[src/rtl/seg_scan_reader.sv]
// Multiplexed 7-segment scan reader: samples a scanned display, debounces each digit slot and
// assembles complete 4-digit BCD frames behind a valid/ready output register.
module seg_scan_reader #(
   parameter int unsigned STABLE_CYCLES = 4
) (
   input  logic        clk,
   input  logic        rst_n,
   input  logic [6:0]  seg_in,
   input  logic [3:0]  dig_en,
   input  logic        out_ready,
   input  logic        ovf_clr,
   output logic [15:0] bcd_out,
   output logic [3:0]  err_out,
   output logic        out_valid,
   output logic        overflow
);

   typedef enum logic [0:0] {StEmpty, StFull} state_e;

   localparam logic [7:0] Stable = 8'(STABLE_CYCLES);

   state_e           state_q, state_d;
   logic [10:0]      sample_q;
   logic [7:0]       dwell_q, dwell_d;
   logic [3:0][3:0]  stage_q, stage_d;
   logic [3:0]       serr_q, serr_d;
   logic [3:0]       filled_q, filled_d, filled_pre;
   logic [15:0]      bcd_q, bcd_d;
   logic [3:0]       err_q, err_d;
   logic             ovf_q, ovf_d;

   logic       onehot, same, commit, frame_done;
   logic [3:0] dec_nib;
   logic       dec_err;

   always_comb begin
      dec_nib = 4'hF;
      dec_err = 1'b0;
      unique case (seg_in)
         7'b1111110: dec_nib = 4'h0;
         7'b0110000: dec_nib = 4'h1;
         7'b1101101: dec_nib = 4'h2;
         7'b1111001: dec_nib = 4'h3;
         7'b0110011: dec_nib = 4'h4;
         7'b1011011: dec_nib = 4'h5;
         7'b1011111: dec_nib = 4'h6;
         7'b1110000: dec_nib = 4'h7;
         7'b1111111: dec_nib = 4'h8;
         7'b1111011: dec_nib = 4'h9;
         7'b0000000: dec_nib = 4'hE;
         default:    dec_err = 1'b1;
      endcase
   end

   assign onehot = (dig_en != 4'd0) && ((dig_en & (dig_en - 4'd1)) == 4'd0);
   assign same   = ({dig_en, seg_in} == sample_q);
   // Commit only on the transition into saturation, so a steady pattern lands exactly once.
   assign commit = onehot && same && (dwell_q == Stable - 8'd1);

   always_comb begin
      dwell_d = 8'd0;
      if (onehot) begin
         if (!same) begin
            dwell_d = 8'd1;
         end else if (dwell_q >= Stable) begin
            dwell_d = dwell_q;
         end else begin
            dwell_d = dwell_q + 8'd1;
         end
      end
   end

   always_comb begin
      stage_d    = stage_q;
      serr_d     = serr_q;
      filled_pre = filled_q;
      if (commit) begin
         for (int k = 0; k < 4; k++) begin
            if (dig_en[k]) begin
               stage_d[k]    = dec_nib;
               serr_d[k]     = dec_err;
               filled_pre[k] = 1'b1;
            end
         end
      end
   end

   assign frame_done = (filled_pre == 4'hF);

   always_comb begin
      state_d  = state_q;
      bcd_d    = bcd_q;
      err_d    = err_q;
      filled_d = filled_pre;
      ovf_d    = ovf_clr ? 1'b0 : ovf_q;
      case (state_q)
         StEmpty: begin
            if (frame_done) begin
               bcd_d    = stage_d;
               err_d    = serr_d;
               filled_d = 4'd0;
               state_d  = StFull;
            end
         end
         StFull: begin
            if (out_ready) begin
               if (frame_done) begin
                  bcd_d    = stage_d;
                  err_d    = serr_d;
                  filled_d = 4'd0;
               end else begin
                  state_d = StEmpty;
               end
            end else if (frame_done) begin
               // Consumer still holds the previous frame: drop the new one.
               ovf_d    = 1'b1;
               filled_d = 4'd0;
            end
         end
         default: state_d = StEmpty;
      endcase
   end

   always_ff @(posedge clk or negedge rst_n) begin
      if (!rst_n) begin
         state_q  <= StEmpty;
         sample_q <= '0;
         dwell_q  <= '0;
         stage_q  <= '0;
         serr_q   <= '0;
         filled_q <= '0;
         bcd_q    <= '0;
         err_q    <= '0;
         ovf_q    <= 1'b0;
      end else begin
         state_q  <= state_d;
         sample_q <= {dig_en, seg_in};
         dwell_q  <= dwell_d;
         stage_q  <= stage_d;
         serr_q   <= serr_d;
         filled_q <= filled_d;
         bcd_q    <= bcd_d;
         err_q    <= err_d;
         ovf_q    <= ovf_d;
      end
   end

   assign bcd_out   = bcd_q;
   assign err_out   = err_q;
   assign out_valid = (state_q == StFull);
   assign overflow  = ovf_q;

endmodule

[config.mk]
export PLATFORM = sky130hd
export DESIGN_NAME = seg_scan_reader
export DESIGN_NICKNAME = d
export VERILOG_FILES = /design/src/rtl/seg_scan_reader.sv
export SDC_FILE = /design/constraint.sdc
export NUM_CORES = 1
export LEC_CHECK = 0
export ABC_AREA = 1
export CORE_MARGIN = 3
export CORE_UTILIZATION = 57
export CTS_BUF_LIST = sky130_fd_sc_hd__clkbuf_4
export DETAILED_ROUTE_END_ITERATION = 8
export PLACE_DENSITY_LB_ADDON = 0.05
export SLEW_MARGIN = 30
export SYNTH_ARGS = -nofsm -noshare
export SYNTH_HDL_FRONTEND = slang
export SYNTH_SLANG_ARGS = --single-unit
[constraint.sdc]
create_clock -name clk -period 2.05 [get_ports clk]
set_clock_uncertainty 0.05 [all_clocks]
set_input_delay 0.3075 -clock clk [delete_from_list [all_inputs] [get_ports clk]]
set_output_delay 0.3075 -clock clk [all_outputs]
set_load 0.01 [all_outputs]
== After elaboration in Yosys (flattened, before gate mapping) ==
Cells that the tools add are included.

* Bits of input ports: 15
* RAM bits: 0
* Bits in latches: 0
* Memory bits (read-only): 0
* Memories: 0
* Bits in registers: 65
* Word-level logic and storage cells: 73

* Muxes and demuxes: 34
* Multipliers: 0
* Add/sub/neg operators: 2
* Reductions and logical operators: 7
* Bitwise gates (word level): 2
* Div/mod/pow operators: 0
* Shift operators: 0
* Magnitude comparators: 1
* Eq/ne operators: 15

{| class="wikitable"
|+ Operator list
! operator !! count
|-
| $eq 7x7->1 const B || 8
|-
| $mux 16 || 3
|-
| $pmux 4 s11 || 1
|-
| $mux 4 || 9
|-
| $pmux 16 s2 || 1
|-
| $mux 8 || 3
|-
| $mux 1 || 15
|-
| $eq 7x6->1 const B || 2
|-
| $eq 11x11->1 || 1
|-
| $reduce_or 11->1 || 1
|-
| $add 8x1->8 const B || 1
|-
| $eq 8x2->1 const B || 1
|-
| $ge 8x3->1 const B || 1
|-
| $pmux 4 s2 || 1
|-
| $logic_not 7->1 || 1
|-
| $and 4x4->4 || 1
|-
| $eq 4x4->1 const B || 1
|-
| $logic_not 4->1 || 1
|-
| $reduce_bool 4->1 || 1
|-
| $sub 4x1->4 const B || 1
|-
| $logic_and 1x1->1 || 3
|-
| $ne 3x3->1 const B || 1
|-
| $ne 2x2->1 const B || 1
|-
| $pmux 1 s2 || 1
|-
| $not 1->1 || 1
|}

== Depth between registers and ports, before layout ==
Gate-level depths: netlist of the first run.

* Depth after elaboration: 11
* Mapped depth: 15

== Worst setup path before layout of the first run ==
No wires, ideal clock.

* Path kind: register -> register
* Start point: reg dwell_q[2]
* End point: reg bcd_q[0] (netlist: bcd_out[0])
* Library setup time: 0.117 ns
* Stages on the path, launching flop included: 12
* Slack: 0.145 ns
* Arrival time: 1.739 ns
* Data required time: 1.883 ns
* Path through: dfrtp_1 > nor2_1 > nand4_1 > nor2_2 > nand4_2 > nand2_2 > nand2_4 > nor2_8 > nand2_4 > buf_6 > nand2_1 > nand2_1

* Word-level cells in the longest chain between the ends: 7
* Elaborated cells between the ends (all ways): 8
* Classes of those cells: 2 x eq/ne; 5 x mux; 1 x reduce/logical

{| class="wikitable"
|+ RTL lines
! what !! line !! text
|-
| from (decl) || 24 || <nowiki>logic [7:0] dwell_q, dwell_d;</nowiki>
|-
| from (signal assigned) || 138 || <nowiki>dwell_q <= dwell_d;</nowiki>
|-
| $eq 8x2->1 (*) || 58 || <nowiki>assign commit = onehot && same && (dwell_q == Stable - 8'd1);</nowiki>
|-
| $logic_and 1x1->1 (*) || 58 ||
|-
| $mux 4 || 77 || <nowiki>if (commit) begin</nowiki>
|-
| $eq 4x4->1 || 88 || <nowiki>assign frame_done = (filled_pre == 4'hF);</nowiki>
|-
| $mux 16 (*) || 98, 107 ||
|-
| $mux 16 || 106 || <nowiki>if (out_ready) begin</nowiki>
|-
| $pmux 16 s2 (*) || 96 || <nowiki>case (state_q)</nowiki>
|-
| to (signal assigned) || 132 || <nowiki>bcd_q <= '0;</nowiki>
|-
| to (signal assigned) || 142 || <nowiki>bcd_q <= bcd_d;</nowiki>
|-
| to (decl) || 28 || <nowiki>logic [15:0] bcd_q, bcd_d;</nowiki>
|}

Mark *: on every way between the ends. The rest lies on a longest branch, timed or not. The select of a mux whose other input is x is not followed.
A chain may end at the register's enable or synchronous reset.

== Worst setup path in the final report of the first run ==
* Start point: in seg_in[6]
* End point: reg bcd_q[8] (netlist: bcd_out[8])

* Word-level cells in the longest chain between the ends: 8
* Elaborated cells between the ends (all ways): 22
* Classes of those cells: 12 x eq/ne; 7 x mux; 3 x reduce/logical

{| class="wikitable"
|+ RTL lines
! what !! line !! text
|-
| from (decl) || 8 || <nowiki>input logic [6:0] seg_in,</nowiki>
|-
| $eq 11x11->1 || 56 || <nowiki>assign same = ({dig_en, seg_in} == sample_q);</nowiki>
|-
| $logic_and 1x1->1 (2 in series) || 58 ||
|-
| $mux 4 || 77 ||
|-
| $eq 4x4->1 || 88 ||
|-
| $mux 16 (*) || 98, 107 ||
|-
| $mux 16 || 106 ||
|-
| $pmux 16 s2 (*) || 96 ||
|}

Marked as above.

==> results.ini, run 1 <==
[layout]
layout-drive-gt1-share_pct = 19.1
syn2layout_area_growth_pct = 31.0
layout.nets = 435
fin_util_pct = 79.1
final_cell_mix = 106 x nand2_1, 65 x dfrtp_1, 45 x nor2_1
diodes = 0
layout_commonest_cell = nand2_1

[timing]
fin_crit_sh_pct = 94.7
hold_violations = 0
layout_setup_ws_ns = 0.108
holdWs_ns = 0.0786
rsz0062_at_grt = true
fmax_mhz = 515
setup_viol = 0
worstMarginPinSlew_ns = 0.353
relSlewSlack_pct = 76.4
maxSlewViolCount = 0
final.min_clock_period_ns = 1.94

[place]
pre_cts_slack_ns = -0.350
finalWeightedCongestion = 0.910
placement.io_buffers = 36
hpwl_um = 4360

[floorplan]
die_height_um = 77.7
io_pins = 37
dieArea_um2 = 6030
start_util_pct = 60.4
die_w_um = 77.7
core_area_um2 = 4850
fp-row-count = 25

[route]
dr_total_vias = 2479
via_per_inst = 5.06
dr.pass1.iters = 4
drtAntennaViolNets = 0
wl_um = 6400
drt_iter0_markers = 177
drt-wirelength-per-cell_um = 13.1
drc_errors = 0

[clock_tree]
cts_tree = built
cts-root-buf = clkbuf_4
clk-insertion-delay-late_ns = 0.42
htree_levels = 3
cts_sinks = 65
cts_buffer_depth = 2
cts_buffers = 9
clk_pin_slew_ns = 0.12

[synthesis]
synth_mux_area_share_pct = 0
synth-seq-cells = 65
yosysUniqueCellTypes = 25
synth.avg_cell_area_um2 = 8.61
syn_nets = 357
yosys.area_share.simple_pct = 31.8
yosysTopAreaCellShare_pct = 55.6
synth_xor_xnor_area_share_pct = 1.80
seq_area_frac_synth_pct = 55.6
synth_area_um2 = 2930
synth_fa_ha_area_share_pct = 0.855
synth_top_family_by_area = simple AND/OR/NAND/NOR gates
yosysTopAreaCell = dfrtp_1
synth.top_cells.by_area = dfrtp_1 56%, nand2_1 14%, nor2_1 6.0%, inv_1 4.6%, nand3_1 4.6%
synthCells = 340
yosysWarnings = 0
synth_compound_area_share_pct = 3.38

[worst_setup_path]
critPathBufInv = 2
required_ns = 2.37
cp-start-kind = primary input
cp_slowest_cell = clkdlybuf4s50_1
worstPathMaxFanout = 7
critical_path_arrival_ns = 2.26
path_class = in -> reg
path_common_cell = nand2_1
worstSetupEndpointType = register
cp_cell_sequence = clkdlybuf4s50_1 > xor2_1 > nor2_1 > nand2_1 > nor2_4 > nand4_2 > nand2_2 > nand2_4 > nor2_8 > buf_4 > nand3_1 > nand2_1
cpLargestDelayFamily = simple AND/OR/NAND/NOR gates
slowest_delay_ns = 0.53

[power]
ir_worst_vdd_mv = 0.563
p_int_mw = 2.01
power_switching_uw = 599
pwr-share-comb_pct = 6.8
seq_power_share_pct = 49.9
p_per_area_nw_per_um2 = 679
p_leak_nw = 2.14
p_total_mw = 2.60
p_sw_share_pct = 23.0
clkPwrFrac_pct = 43.3

[global_route]
grt_pass1_wl_um = 11100
grt_pass1_vias = 2539
grt.total_usage_pct = 23.3
grt_max_degree = 66
antenna_found_initial = 0
grt-ovfl-total = 0

[hold_path]
hold_path.class = in -> reg

[flow_run]
max_cap_viol_count = 0

[status]
status = finished, final reports clean

-- stage by stage --
stage | std cells | setup TNS (ns) | instance area [um^2]
finish | 490 | 0 | 3830
global route | 490 | -0.955 | 3830
CTS | 488 | 0 | 3780
detailed placement | 471 | -9.62 | 3580
global placement | 471 | -8.25 | 3580
floorplan | 340 | 0 | 2930
-- synth_stat cells, drive strengths merged --
cell type,count
dfrtp,65
a21oi,6
buf,6
a22oi,1
o21ai,6
nand4,8
o31ai,1
xor2,6
nand3,27
nand2,117
nand2b,1
nor3,4
ha,2
o211a,1
inv,37
nor2,51
and2,1
-- worst paths after layout --
path,startpoint,to,slack (ns),cells after the start
max,seg_in[6],bcd_out[8],0.11,12
min,seg_in[5],sample_q[5],0.08,1
max reg2reg,sample_q[5],bcd_out[8],0.14,14
min reg2reg,bcd_out[6],bcd_out[6],0.43,2
max in group asynchronous,rst_n,dwell_q[6],1.28,3
min in group asynchronous,rst_n,dwell_q[3],0.36,3
-- layer usage --
metal	GRT usage, %	part of all wire, %	up-vias
li1	-	-	1219
met1	29.3	44	1175
met2	38.3	49	70
met3	4.87	4.7	15
met4	11.2	2.3	0
met5	0	0	-
-- power by group through the flow --
stage / Clock (mW) / Combinational (mW) / Sequential, mW
floorplan: 0 / 0.0622 / 1.32
global placement: 0 / 0.166 / 1.32
detailed placement: 0 / 0.170 / 1.33
CTS: 1.13 / 0.173 / 1.30
global route: 1.19 / 0.198 / 1.30
finish: 1.13 / 0.176 / 1.30
-- sequential cells by signal, indices dropped and copies added, names as in the netlist --
signal     count
bcd_out       16
dwell_q        8
err_out        4
filled_q       4
out_valid      1
overflow       1
sample_q      11
serr_q         4
stage_q       16
-- final cells by class --
class / instances / area [um^2]
clock inverter: 6 / 116
clock buffer: 10 / 75.1
sequential: 65 / 1630
multi-input combinational: 232 / 1140
fill: 331 / 1010
timing repair buffer: 73 / 653
inverter: 37 / 139
tap: 67 / 83.8
-- worst register-to-register path, delay by kind of cell (launching register included) --
family / cells / cell delay [ns]
flops: 1 / 0.39
buf+inv: 2 / 0.23
simple gates: 12 / 1.19
-- what timing repair did --
| action | CTS | global route |
|---|---|---|
| setup endpoints to repair | 0 | 21 |
| hold buffers | 1 | 0 |
| resized for setup | 0 | 16 |
| endpoints found under the hold margin | 65 | 0 |
| buffers inserted | 0 | 2 |
-- cells by family (layout without fill, tap and decap cells) --
| family | after synthesis | count (layout) |
|---|---|---|
| AO/OA/AOI/OAI | 15 | 15 |
| adder cells (fa/ha/maj) | 2 | 2 |
| buffers and inverters | 43 | 126 |
| AND/OR/NAND/NOR | 209 | 209 |
| flip-flops | 65 | 65 |
| XOR/XNOR | 6 | 6 |
Power figures use the tool's default switching activity.
==> run 2, diff against run 1 <==
- PLACE_DENSITY: default -> 0.82
- PLACE_DENSITY_LB_ADDON: 0.05 -> default
- SLEW_MARGIN: 30 -> 20
==> run 2 against run 1 <==
- sequential cell count unchanged
- sequential share of layout area up 0.21 points
- non-clock buffer count up 3
- via count about the same
- design area down 0.49%
- worst hold slack better by 0.29 ns
- die area unchanged
- critical endpoint is now err_out[3]
- cell count up 0.61%
- clock power down 24%
==> results.ini, run 2 (same netlist as run 1, synthesis figures left out) <==
[hold_path]
hold_path.class = in -> reg
holdPathStages = 1  ; unchanged

[global_route]
grt-ovfl-total = 0  ; unchanged
antenna_found_initial = 0  ; unchanged
grt_pass1_vias = 2538  ; -0.039%
grt_pass1_wl_um = 11400  ; +3.1%
grt.total_usage_pct = 24.0  ; +0.68 points
grt_max_degree = 66  ; unchanged

[timing]
worstMarginPinSlew_ns = 0.340  ; -0.0130 ns
setup_viol = 0  ; unchanged
layout_setup_ws_ns = 0.0814  ; -0.0262 ns
rsz0062_at_grt = true
fin_crit_sh_pct = 96.0  ; +1.3 points
fmax_mhz = 508  ; -1.3%
hold_violations = 0  ; unchanged
maxSlewViolCount = 0  ; unchanged
final.min_clock_period_ns = 1.97  ; +0.0262 ns
relSlewSlack_pct = 77.3  ; +0.86 points

[worst_setup_path]
worstSetupEndpointType = register
path_class = in -> reg
cp-start-kind = primary input
required_ns = 2.30  ; -0.07 ns
critical_path_arrival_ns = 2.21  ; -0.05 ns
worstPathMaxFanout = 20  ; +13
reg2regPathDepth = 10  ; -4

[floorplan]
io_pins = 37  ; unchanged
die_w_um = 77.7  ; unchanged
start_util_pct = 60.4  ; unchanged
core_area_um2 = 4850  ; unchanged
die_height_um = 77.7  ; unchanged
dieArea_um2 = 6030  ; unchanged
fp-row-count = 25  ; unchanged

[place]
place_inst = 473  ; +0.42%
finalWeightedCongestion = 0.831  ; -8.7%
pre_cts_slack_ns = -0.341  ; +0.00858 ns
placed_cell_area_um2 = 3610  ; +0.77%
placement.io_buffers = 36  ; unchanged
hpwl_um = 4450  ; +2.1%

[route]
drt-wirelength-per-cell_um = 12.9  ; -1.0%
drtAntennaViolNets = 0  ; unchanged
via_per_inst = 5.02  ; -0.69%
dr_total_vias = 2477  ; -0.081%
wl_um = 6370  ; -0.42%
dr.pass1.iters = 4  ; unchanged
drt_iter0_markers = 200  ; +13%
drc_errors = 0  ; unchanged

[layout]
final-seq-area_um2 = 1630  ; unchanged
diodes = 0  ; unchanged
syn2layout_area_growth_pct = 30.4
final_cell_mix = 108 x nand2_1, 65 x dfrtp_1, 43 x nor2_1
fill_cells = 351  ; +6.0%
finish.instance_area_um2 = 3810  ; -0.49%
multi_input_area_um2 = 1140  ; unchanged
layout-drive-gt1-share_pct = 18.8  ; -0.37 points
layout_commonest_cell = nand2_1
final_cell_count_no_fill = 493  ; +0.61%
layout.nets = 438  ; +0.69%

[clock_tree]
cts_tree = built
clk-insertion-delay-late_ns = 0.40  ; -0.02 ns
htree_levels = 3  ; unchanged
cts_sinks = 65  ; unchanged
cts-root-buf = clkbuf_4
cts_buffers = 9  ; unchanged
clk_pin_slew_ns = 0.11  ; about the same
cts_buffer_depth = 2  ; unchanged

[flow_run]
max_cap_viol_count = 0  ; unchanged

[power]
seq_power_share_pct = 55.7  ; +5.8 points
clkPwrFrac_pct = 36.6  ; -6.7 points
power_switching_uw = 592  ; -1.3%
p_sw_share_pct = 25.3  ; +2.3 points
p_per_area_nw_per_um2 = 612  ; -9.9%
ir_worst_vdd_mv = 0.430  ; -24%
p_leak_nw = 2.11  ; -1.5%
p_int_mw = 1.74  ; -13%
pwr-share-comb_pct = 7.7  ; +0.9 points

[status]
status = finished, final reports clean

-- run 2: cell types whose count changed in the layout (fill, tap and decap cells not counted), sizes merged --
cell | before | now
clkinv | 3 | 4
dlymetal6s2s | 2 | 0
buf | 37 | 40
clkdlybuf4s50 | 33 | 35
clkbuf | 10 | 9
bufinv | 3 | 1
clkinvlp | 0 | 2
-- run 2: metal layers --
metal  global-route usage (%)  wire length [um]  part of all wire (%)  vias to the layer above
met4                     8.72               106                   1.7                        0
met1                     30.3              2820                    44                     1173
met5                        0                 0                     0                        -
li1                         -                 -                     -                     1225
met2                     40.1              3150                    49                       67
met3                     5.68               298                   4.7                       12
-- run 2: through the flow --
step / power (mW) / setup TNS (ns) / hold slack, ns / util [%]
CTS: 2.35 / 0 / 0.346 / 77.4
detailed placement: 1.50 / -9.63 / 0.298 / 74.4
finish: 2.34 / 0 / 0.367 / 78.7
floorplan: 1.39 / 0 / -0.0381 / -
global placement: 1.50 / -7.09 / 0.298 / 74.4
global route: 2.44 / -0.999 / 0.369 / 78.7
-- run 2: cell type report --
class                   instances  share of cell area, %
multi-input cells             232                   29.9
inverters                      37                   3.64
flip-flops and latches         65                   42.6
clock inverters                 7                   1.87
repair buffers                 76                   18.0
well taps                      67                   2.20
clock buffers                   9                   1.77
-- run 2: power by group through the flow --
stage	logic [mW]	registers (mW)	clock network [mW]
after floorplan	0.0622	1.32	0
after global placement	0.174	1.32	0
after detailed placement	0.178	1.33	0
after CTS	0.180	1.30	0.870
after global routing	0.202	1.30	0.938
final	0.180	1.30	0.855
-- run 2: what timing repair did --
| item | in CTS | in global routing |
|---|---|---|
| endpoints found under the hold margin | 65 | 0 |
| buffers inserted | 0 | 3 |
| resized for setup | 0 | 12 |
| setup endpoints to repair | 0 | 26 |
| hold buffers | 1 | 0 |
-- run 2: critical path: stages --
cell,delay [ns]
clkdlybuf4s50_1,0.47
inv_1,0.09
nand2_1,0.05
nand2_1,0.05
nand2_1,0.05
nor2_1,0.13
nand2_2,0.10
nor2_4,0.17
nand4_2,0.13
nand2_2,0.12
nand2_4,0.07
nor2_8,0.17
nand2_8,0.13
nand2_1,0.11
nand2_1,0.06
-- run 2: worst paths after layout --
check / start / endpoint / slack (ns)
setup reg to reg: dwell_q[2] / err_out[3] / 0.10
min in group asynchronous: rst_n / sample_q[9] / 0.40
setup / recovery: dig_en[2] / err_out[3] / 0.08
hold reg to reg: bcd_out[9] / bcd_out[9] / 0.44
hold / removal: seg_in[5] / sample_q[5] / 0.37
max in group asynchronous: rst_n / serr_q[2] / 1.27
==> run 3, diff against run 2 <==
- MAX_ROUTING_LAYER: default -> met4
- PLACE_DENSITY: 0.82 -> default
- PLACE_DENSITY_LB_ADDON: default -> 0.1
==> run 3 against run 2 <==
- fmax up 1.0%
- sequential cell count stayed put
- utilization is 0.77 points lower
- count of clock-buffer cells in the layout unchanged
- sequential share of layout area rose by 0.42 points
- sequential power about the same
- combinational power down 3%
- total power is 5.3% higher
- via count shrank 1.7%
- design area fell by 0.98%
- critical path type unchanged
- highest routed layer unchanged
==> results.ini, run 3 (same netlist as run 1, synthesis figures left out) <==
[status]
status = finished, final reports clean

[layout]
syn2layout_area_growth_pct = 29.1
layout_commonest_cell = nand2_1
layout.nets = 430  ; -1.8%
layout-drive-gt1-share_pct = 17.7  ; -1.1 points
final_cell_mix = 105 x nand2_1, 65 x dfrtp_1, 44 x nor2_1
diodes = 0  ; unchanged

[timing]
tns_ns = 0  ; unchanged
holdWs_ns = 0.0893  ; -0.278 ns
hold_violations = 0  ; unchanged
fmax_mhz = 513  ; +1.0%
final.min_clock_period_ns = 1.95  ; -0.0204 ns
relSlewSlack_pct = 69.8  ; -7.5 points
rsz0062_at_grt = true
fin_crit_sh_pct = 95.0  ; -1.0 points
worstMarginPinSlew_ns = 0.452  ; +0.112 ns
maxSlewViolCount = 0  ; unchanged
setup_viol = 0  ; unchanged

[route]
dr_total_vias = 2436  ; -1.7%
via_per_inst = 5.02  ; about the same
drc_errors = 0  ; unchanged
wl_um = 6310  ; -0.91%
drt_iter0_markers = 199  ; -0.50%
dr.pass1.iters = 4  ; unchanged
drt-wirelength-per-cell_um = 13.0  ; +0.72%
drtAntennaViolNets = 0  ; unchanged

[floorplan]
die_w_um = 77.7  ; unchanged
fp-row-count = 25  ; unchanged
dieArea_um2 = 6030  ; unchanged
io_pins = 37  ; unchanged
start_util_pct = 60.4  ; unchanged
core_area_um2 = 4850  ; unchanged
die_height_um = 77.7  ; unchanged

[clock_tree]
cts_sinks = 65  ; unchanged
cts_buffer_depth = 2  ; unchanged
clk-insertion-delay-late_ns = 0.41  ; about the same
cts_buffers = 9  ; unchanged
htree_levels = 3  ; unchanged
clk_pin_slew_ns = 0.11  ; about the same
cts-root-buf = clkbuf_4
cts_tree = built

[power]
p_int_mw = 1.86  ; +6.6%
power_switching_uw = 599  ; +1.3%
ir_worst_vdd_mv = 0.442  ; +2.8%
pwr-share-comb_pct = 7.1  ; -0.6 points
clkPwrFrac_pct = 40.0  ; +3.4 points
seq_power_share_pct = 52.9  ; -2.8 points
p_total_mw = 2.46  ; +5.3%
p_per_area_nw_per_um2 = 651  ; +6.3%
p_sw_share_pct = 24.4  ; -0.96 points
p_leak_nw = 2.10  ; -0.51%

[worst_setup_path]
worstSetupEndpointType = register
worstPathMaxFanout = 16  ; -20%
slowest_delay_ns = 0.47  ; about the same
cp_cell_sequence = clkdlybuf4s50_1 > inv_1 > nand2_1 > nand2_1 > nand2_1 > nor2_1 > nand2_2 > nor2_4 > nand4_2 > nand2_2 > nand2_4 > nor2_8 > buf_12 > nand3_1 > nand2_1
required_ns = 2.35  ; +0.05 ns
path_class = in -> reg
cp-start-kind = primary input
cp_slowest_cell = clkdlybuf4s50_1
critical_path_arrival_ns = 2.25  ; +0.04 ns
path_common_cell = nand2_1

[place]
placement.io_buffers = 36  ; unchanged
finalWeightedCongestion = 0.837  ; +0.82%
hpwl_um = 4300  ; -3.4%

[global_route]
grt_pass1_vias = 2425  ; -4.5%
met2_usage_pct = 37.6  ; -2.5 points
grt.total_usage_pct = 23.8  ; -0.13 points
grt_use_met1_pct = 30.9  ; +0.54 points
grt_max_degree = 49  ; -26%
antenna_found_initial = 0  ; unchanged
gr-usage-met3_pct = 6.03  ; +0.35 points
grt-ovfl-total = 0  ; unchanged
busiest_layer = met2
grt_pass1_wl_um = 11000  ; -4.0%

[hold_path]
hold_path.class = in -> reg

[flow_run]
max_cap_viol_count = 0  ; unchanged

-- run 3: cell types whose count changed in the layout (fill, tap and decap cells not counted), moves of 3 or more --
cell and change:
buf_4 -7, nand2_1 -3, nand2_2 +3, o21ai_0 -3
o21ai_1 +3
-- run 3: stage by stage --
stage	setup WS, ns	utilization (%)	std cells	cell area (um^2)
6_report	0.102	77.9	485	3780
5_1_grt	-0.0523	77.9	485	3780
4_1_cts	0.0212	76.8	483	3720
3_5_place_dp	-0.409	73.3	466	3550
3_3_place_gp	-0.299	73.3	466	3550
2_1_floorplan	0.145	-	340	2930
-- run 3: per-layer routing --
metal	part of all wire (%)	up-vias	wire, um
li1	-	1205	-
met1	46	1156	2930
met2	48	67	3000
met3	4.9	8	311
met4	1.0	0	66
met5	0	-	0
-- run 3: timing repair --
action,in CTS,in global routing
setup endpoints to repair,0,21
hold buffers,1,0
resized for setup,0,17
endpoints found under the hold margin,17,0
setup buffers,0,2
-- run 3: power by group through the flow --
stage / combinational [mW] / clock, mW / sequential (mW)
after CTS: 0.172 / 0.990 / 1.30
after detailed placement: 0.169 / 0 / 1.33
final: 0.174 / 0.983 / 1.30
after global placement: 0.165 / 0 / 1.32
after global routing: 0.195 / 1.06 / 1.30
after floorplan: 0.0622 / 0 / 1.32
-- run 3: critical path: cells and delay by family --
family	cells	cell delay, ns
buf+inv	3	0.74
simple gates	12	1.20
-- run 3: path summary, 6_finish.rpt --
path                            cells past startpoint      endpoint        from  slack [ns]
min in group asynchronous                           2  sample_q[10]       rst_n        0.31
worst max-delay path                               15   bcd_out[15]   dig_en[1]        0.10
worst max register to register                     10   bcd_out[15]  dwell_q[2]        0.13
max in group asynchronous                           3    err_out[1]       rst_n        1.05
worst min-delay path                                1   sample_q[5]   seg_in[5]        0.09
worst min register to register                      2    bcd_out[2]  bcd_out[2]        0.43
-- run 3: final cells by class --
type / count / area, um^2
clock buffer: 9 / 67.6
tap: 67 / 83.8
fill: 359 / 1070
timing repair buffer: 68 / 628
clock inverter: 7 / 92.6
sequential: 65 / 1630
inverter: 37 / 139
multi-input combinational: 232 / 1140
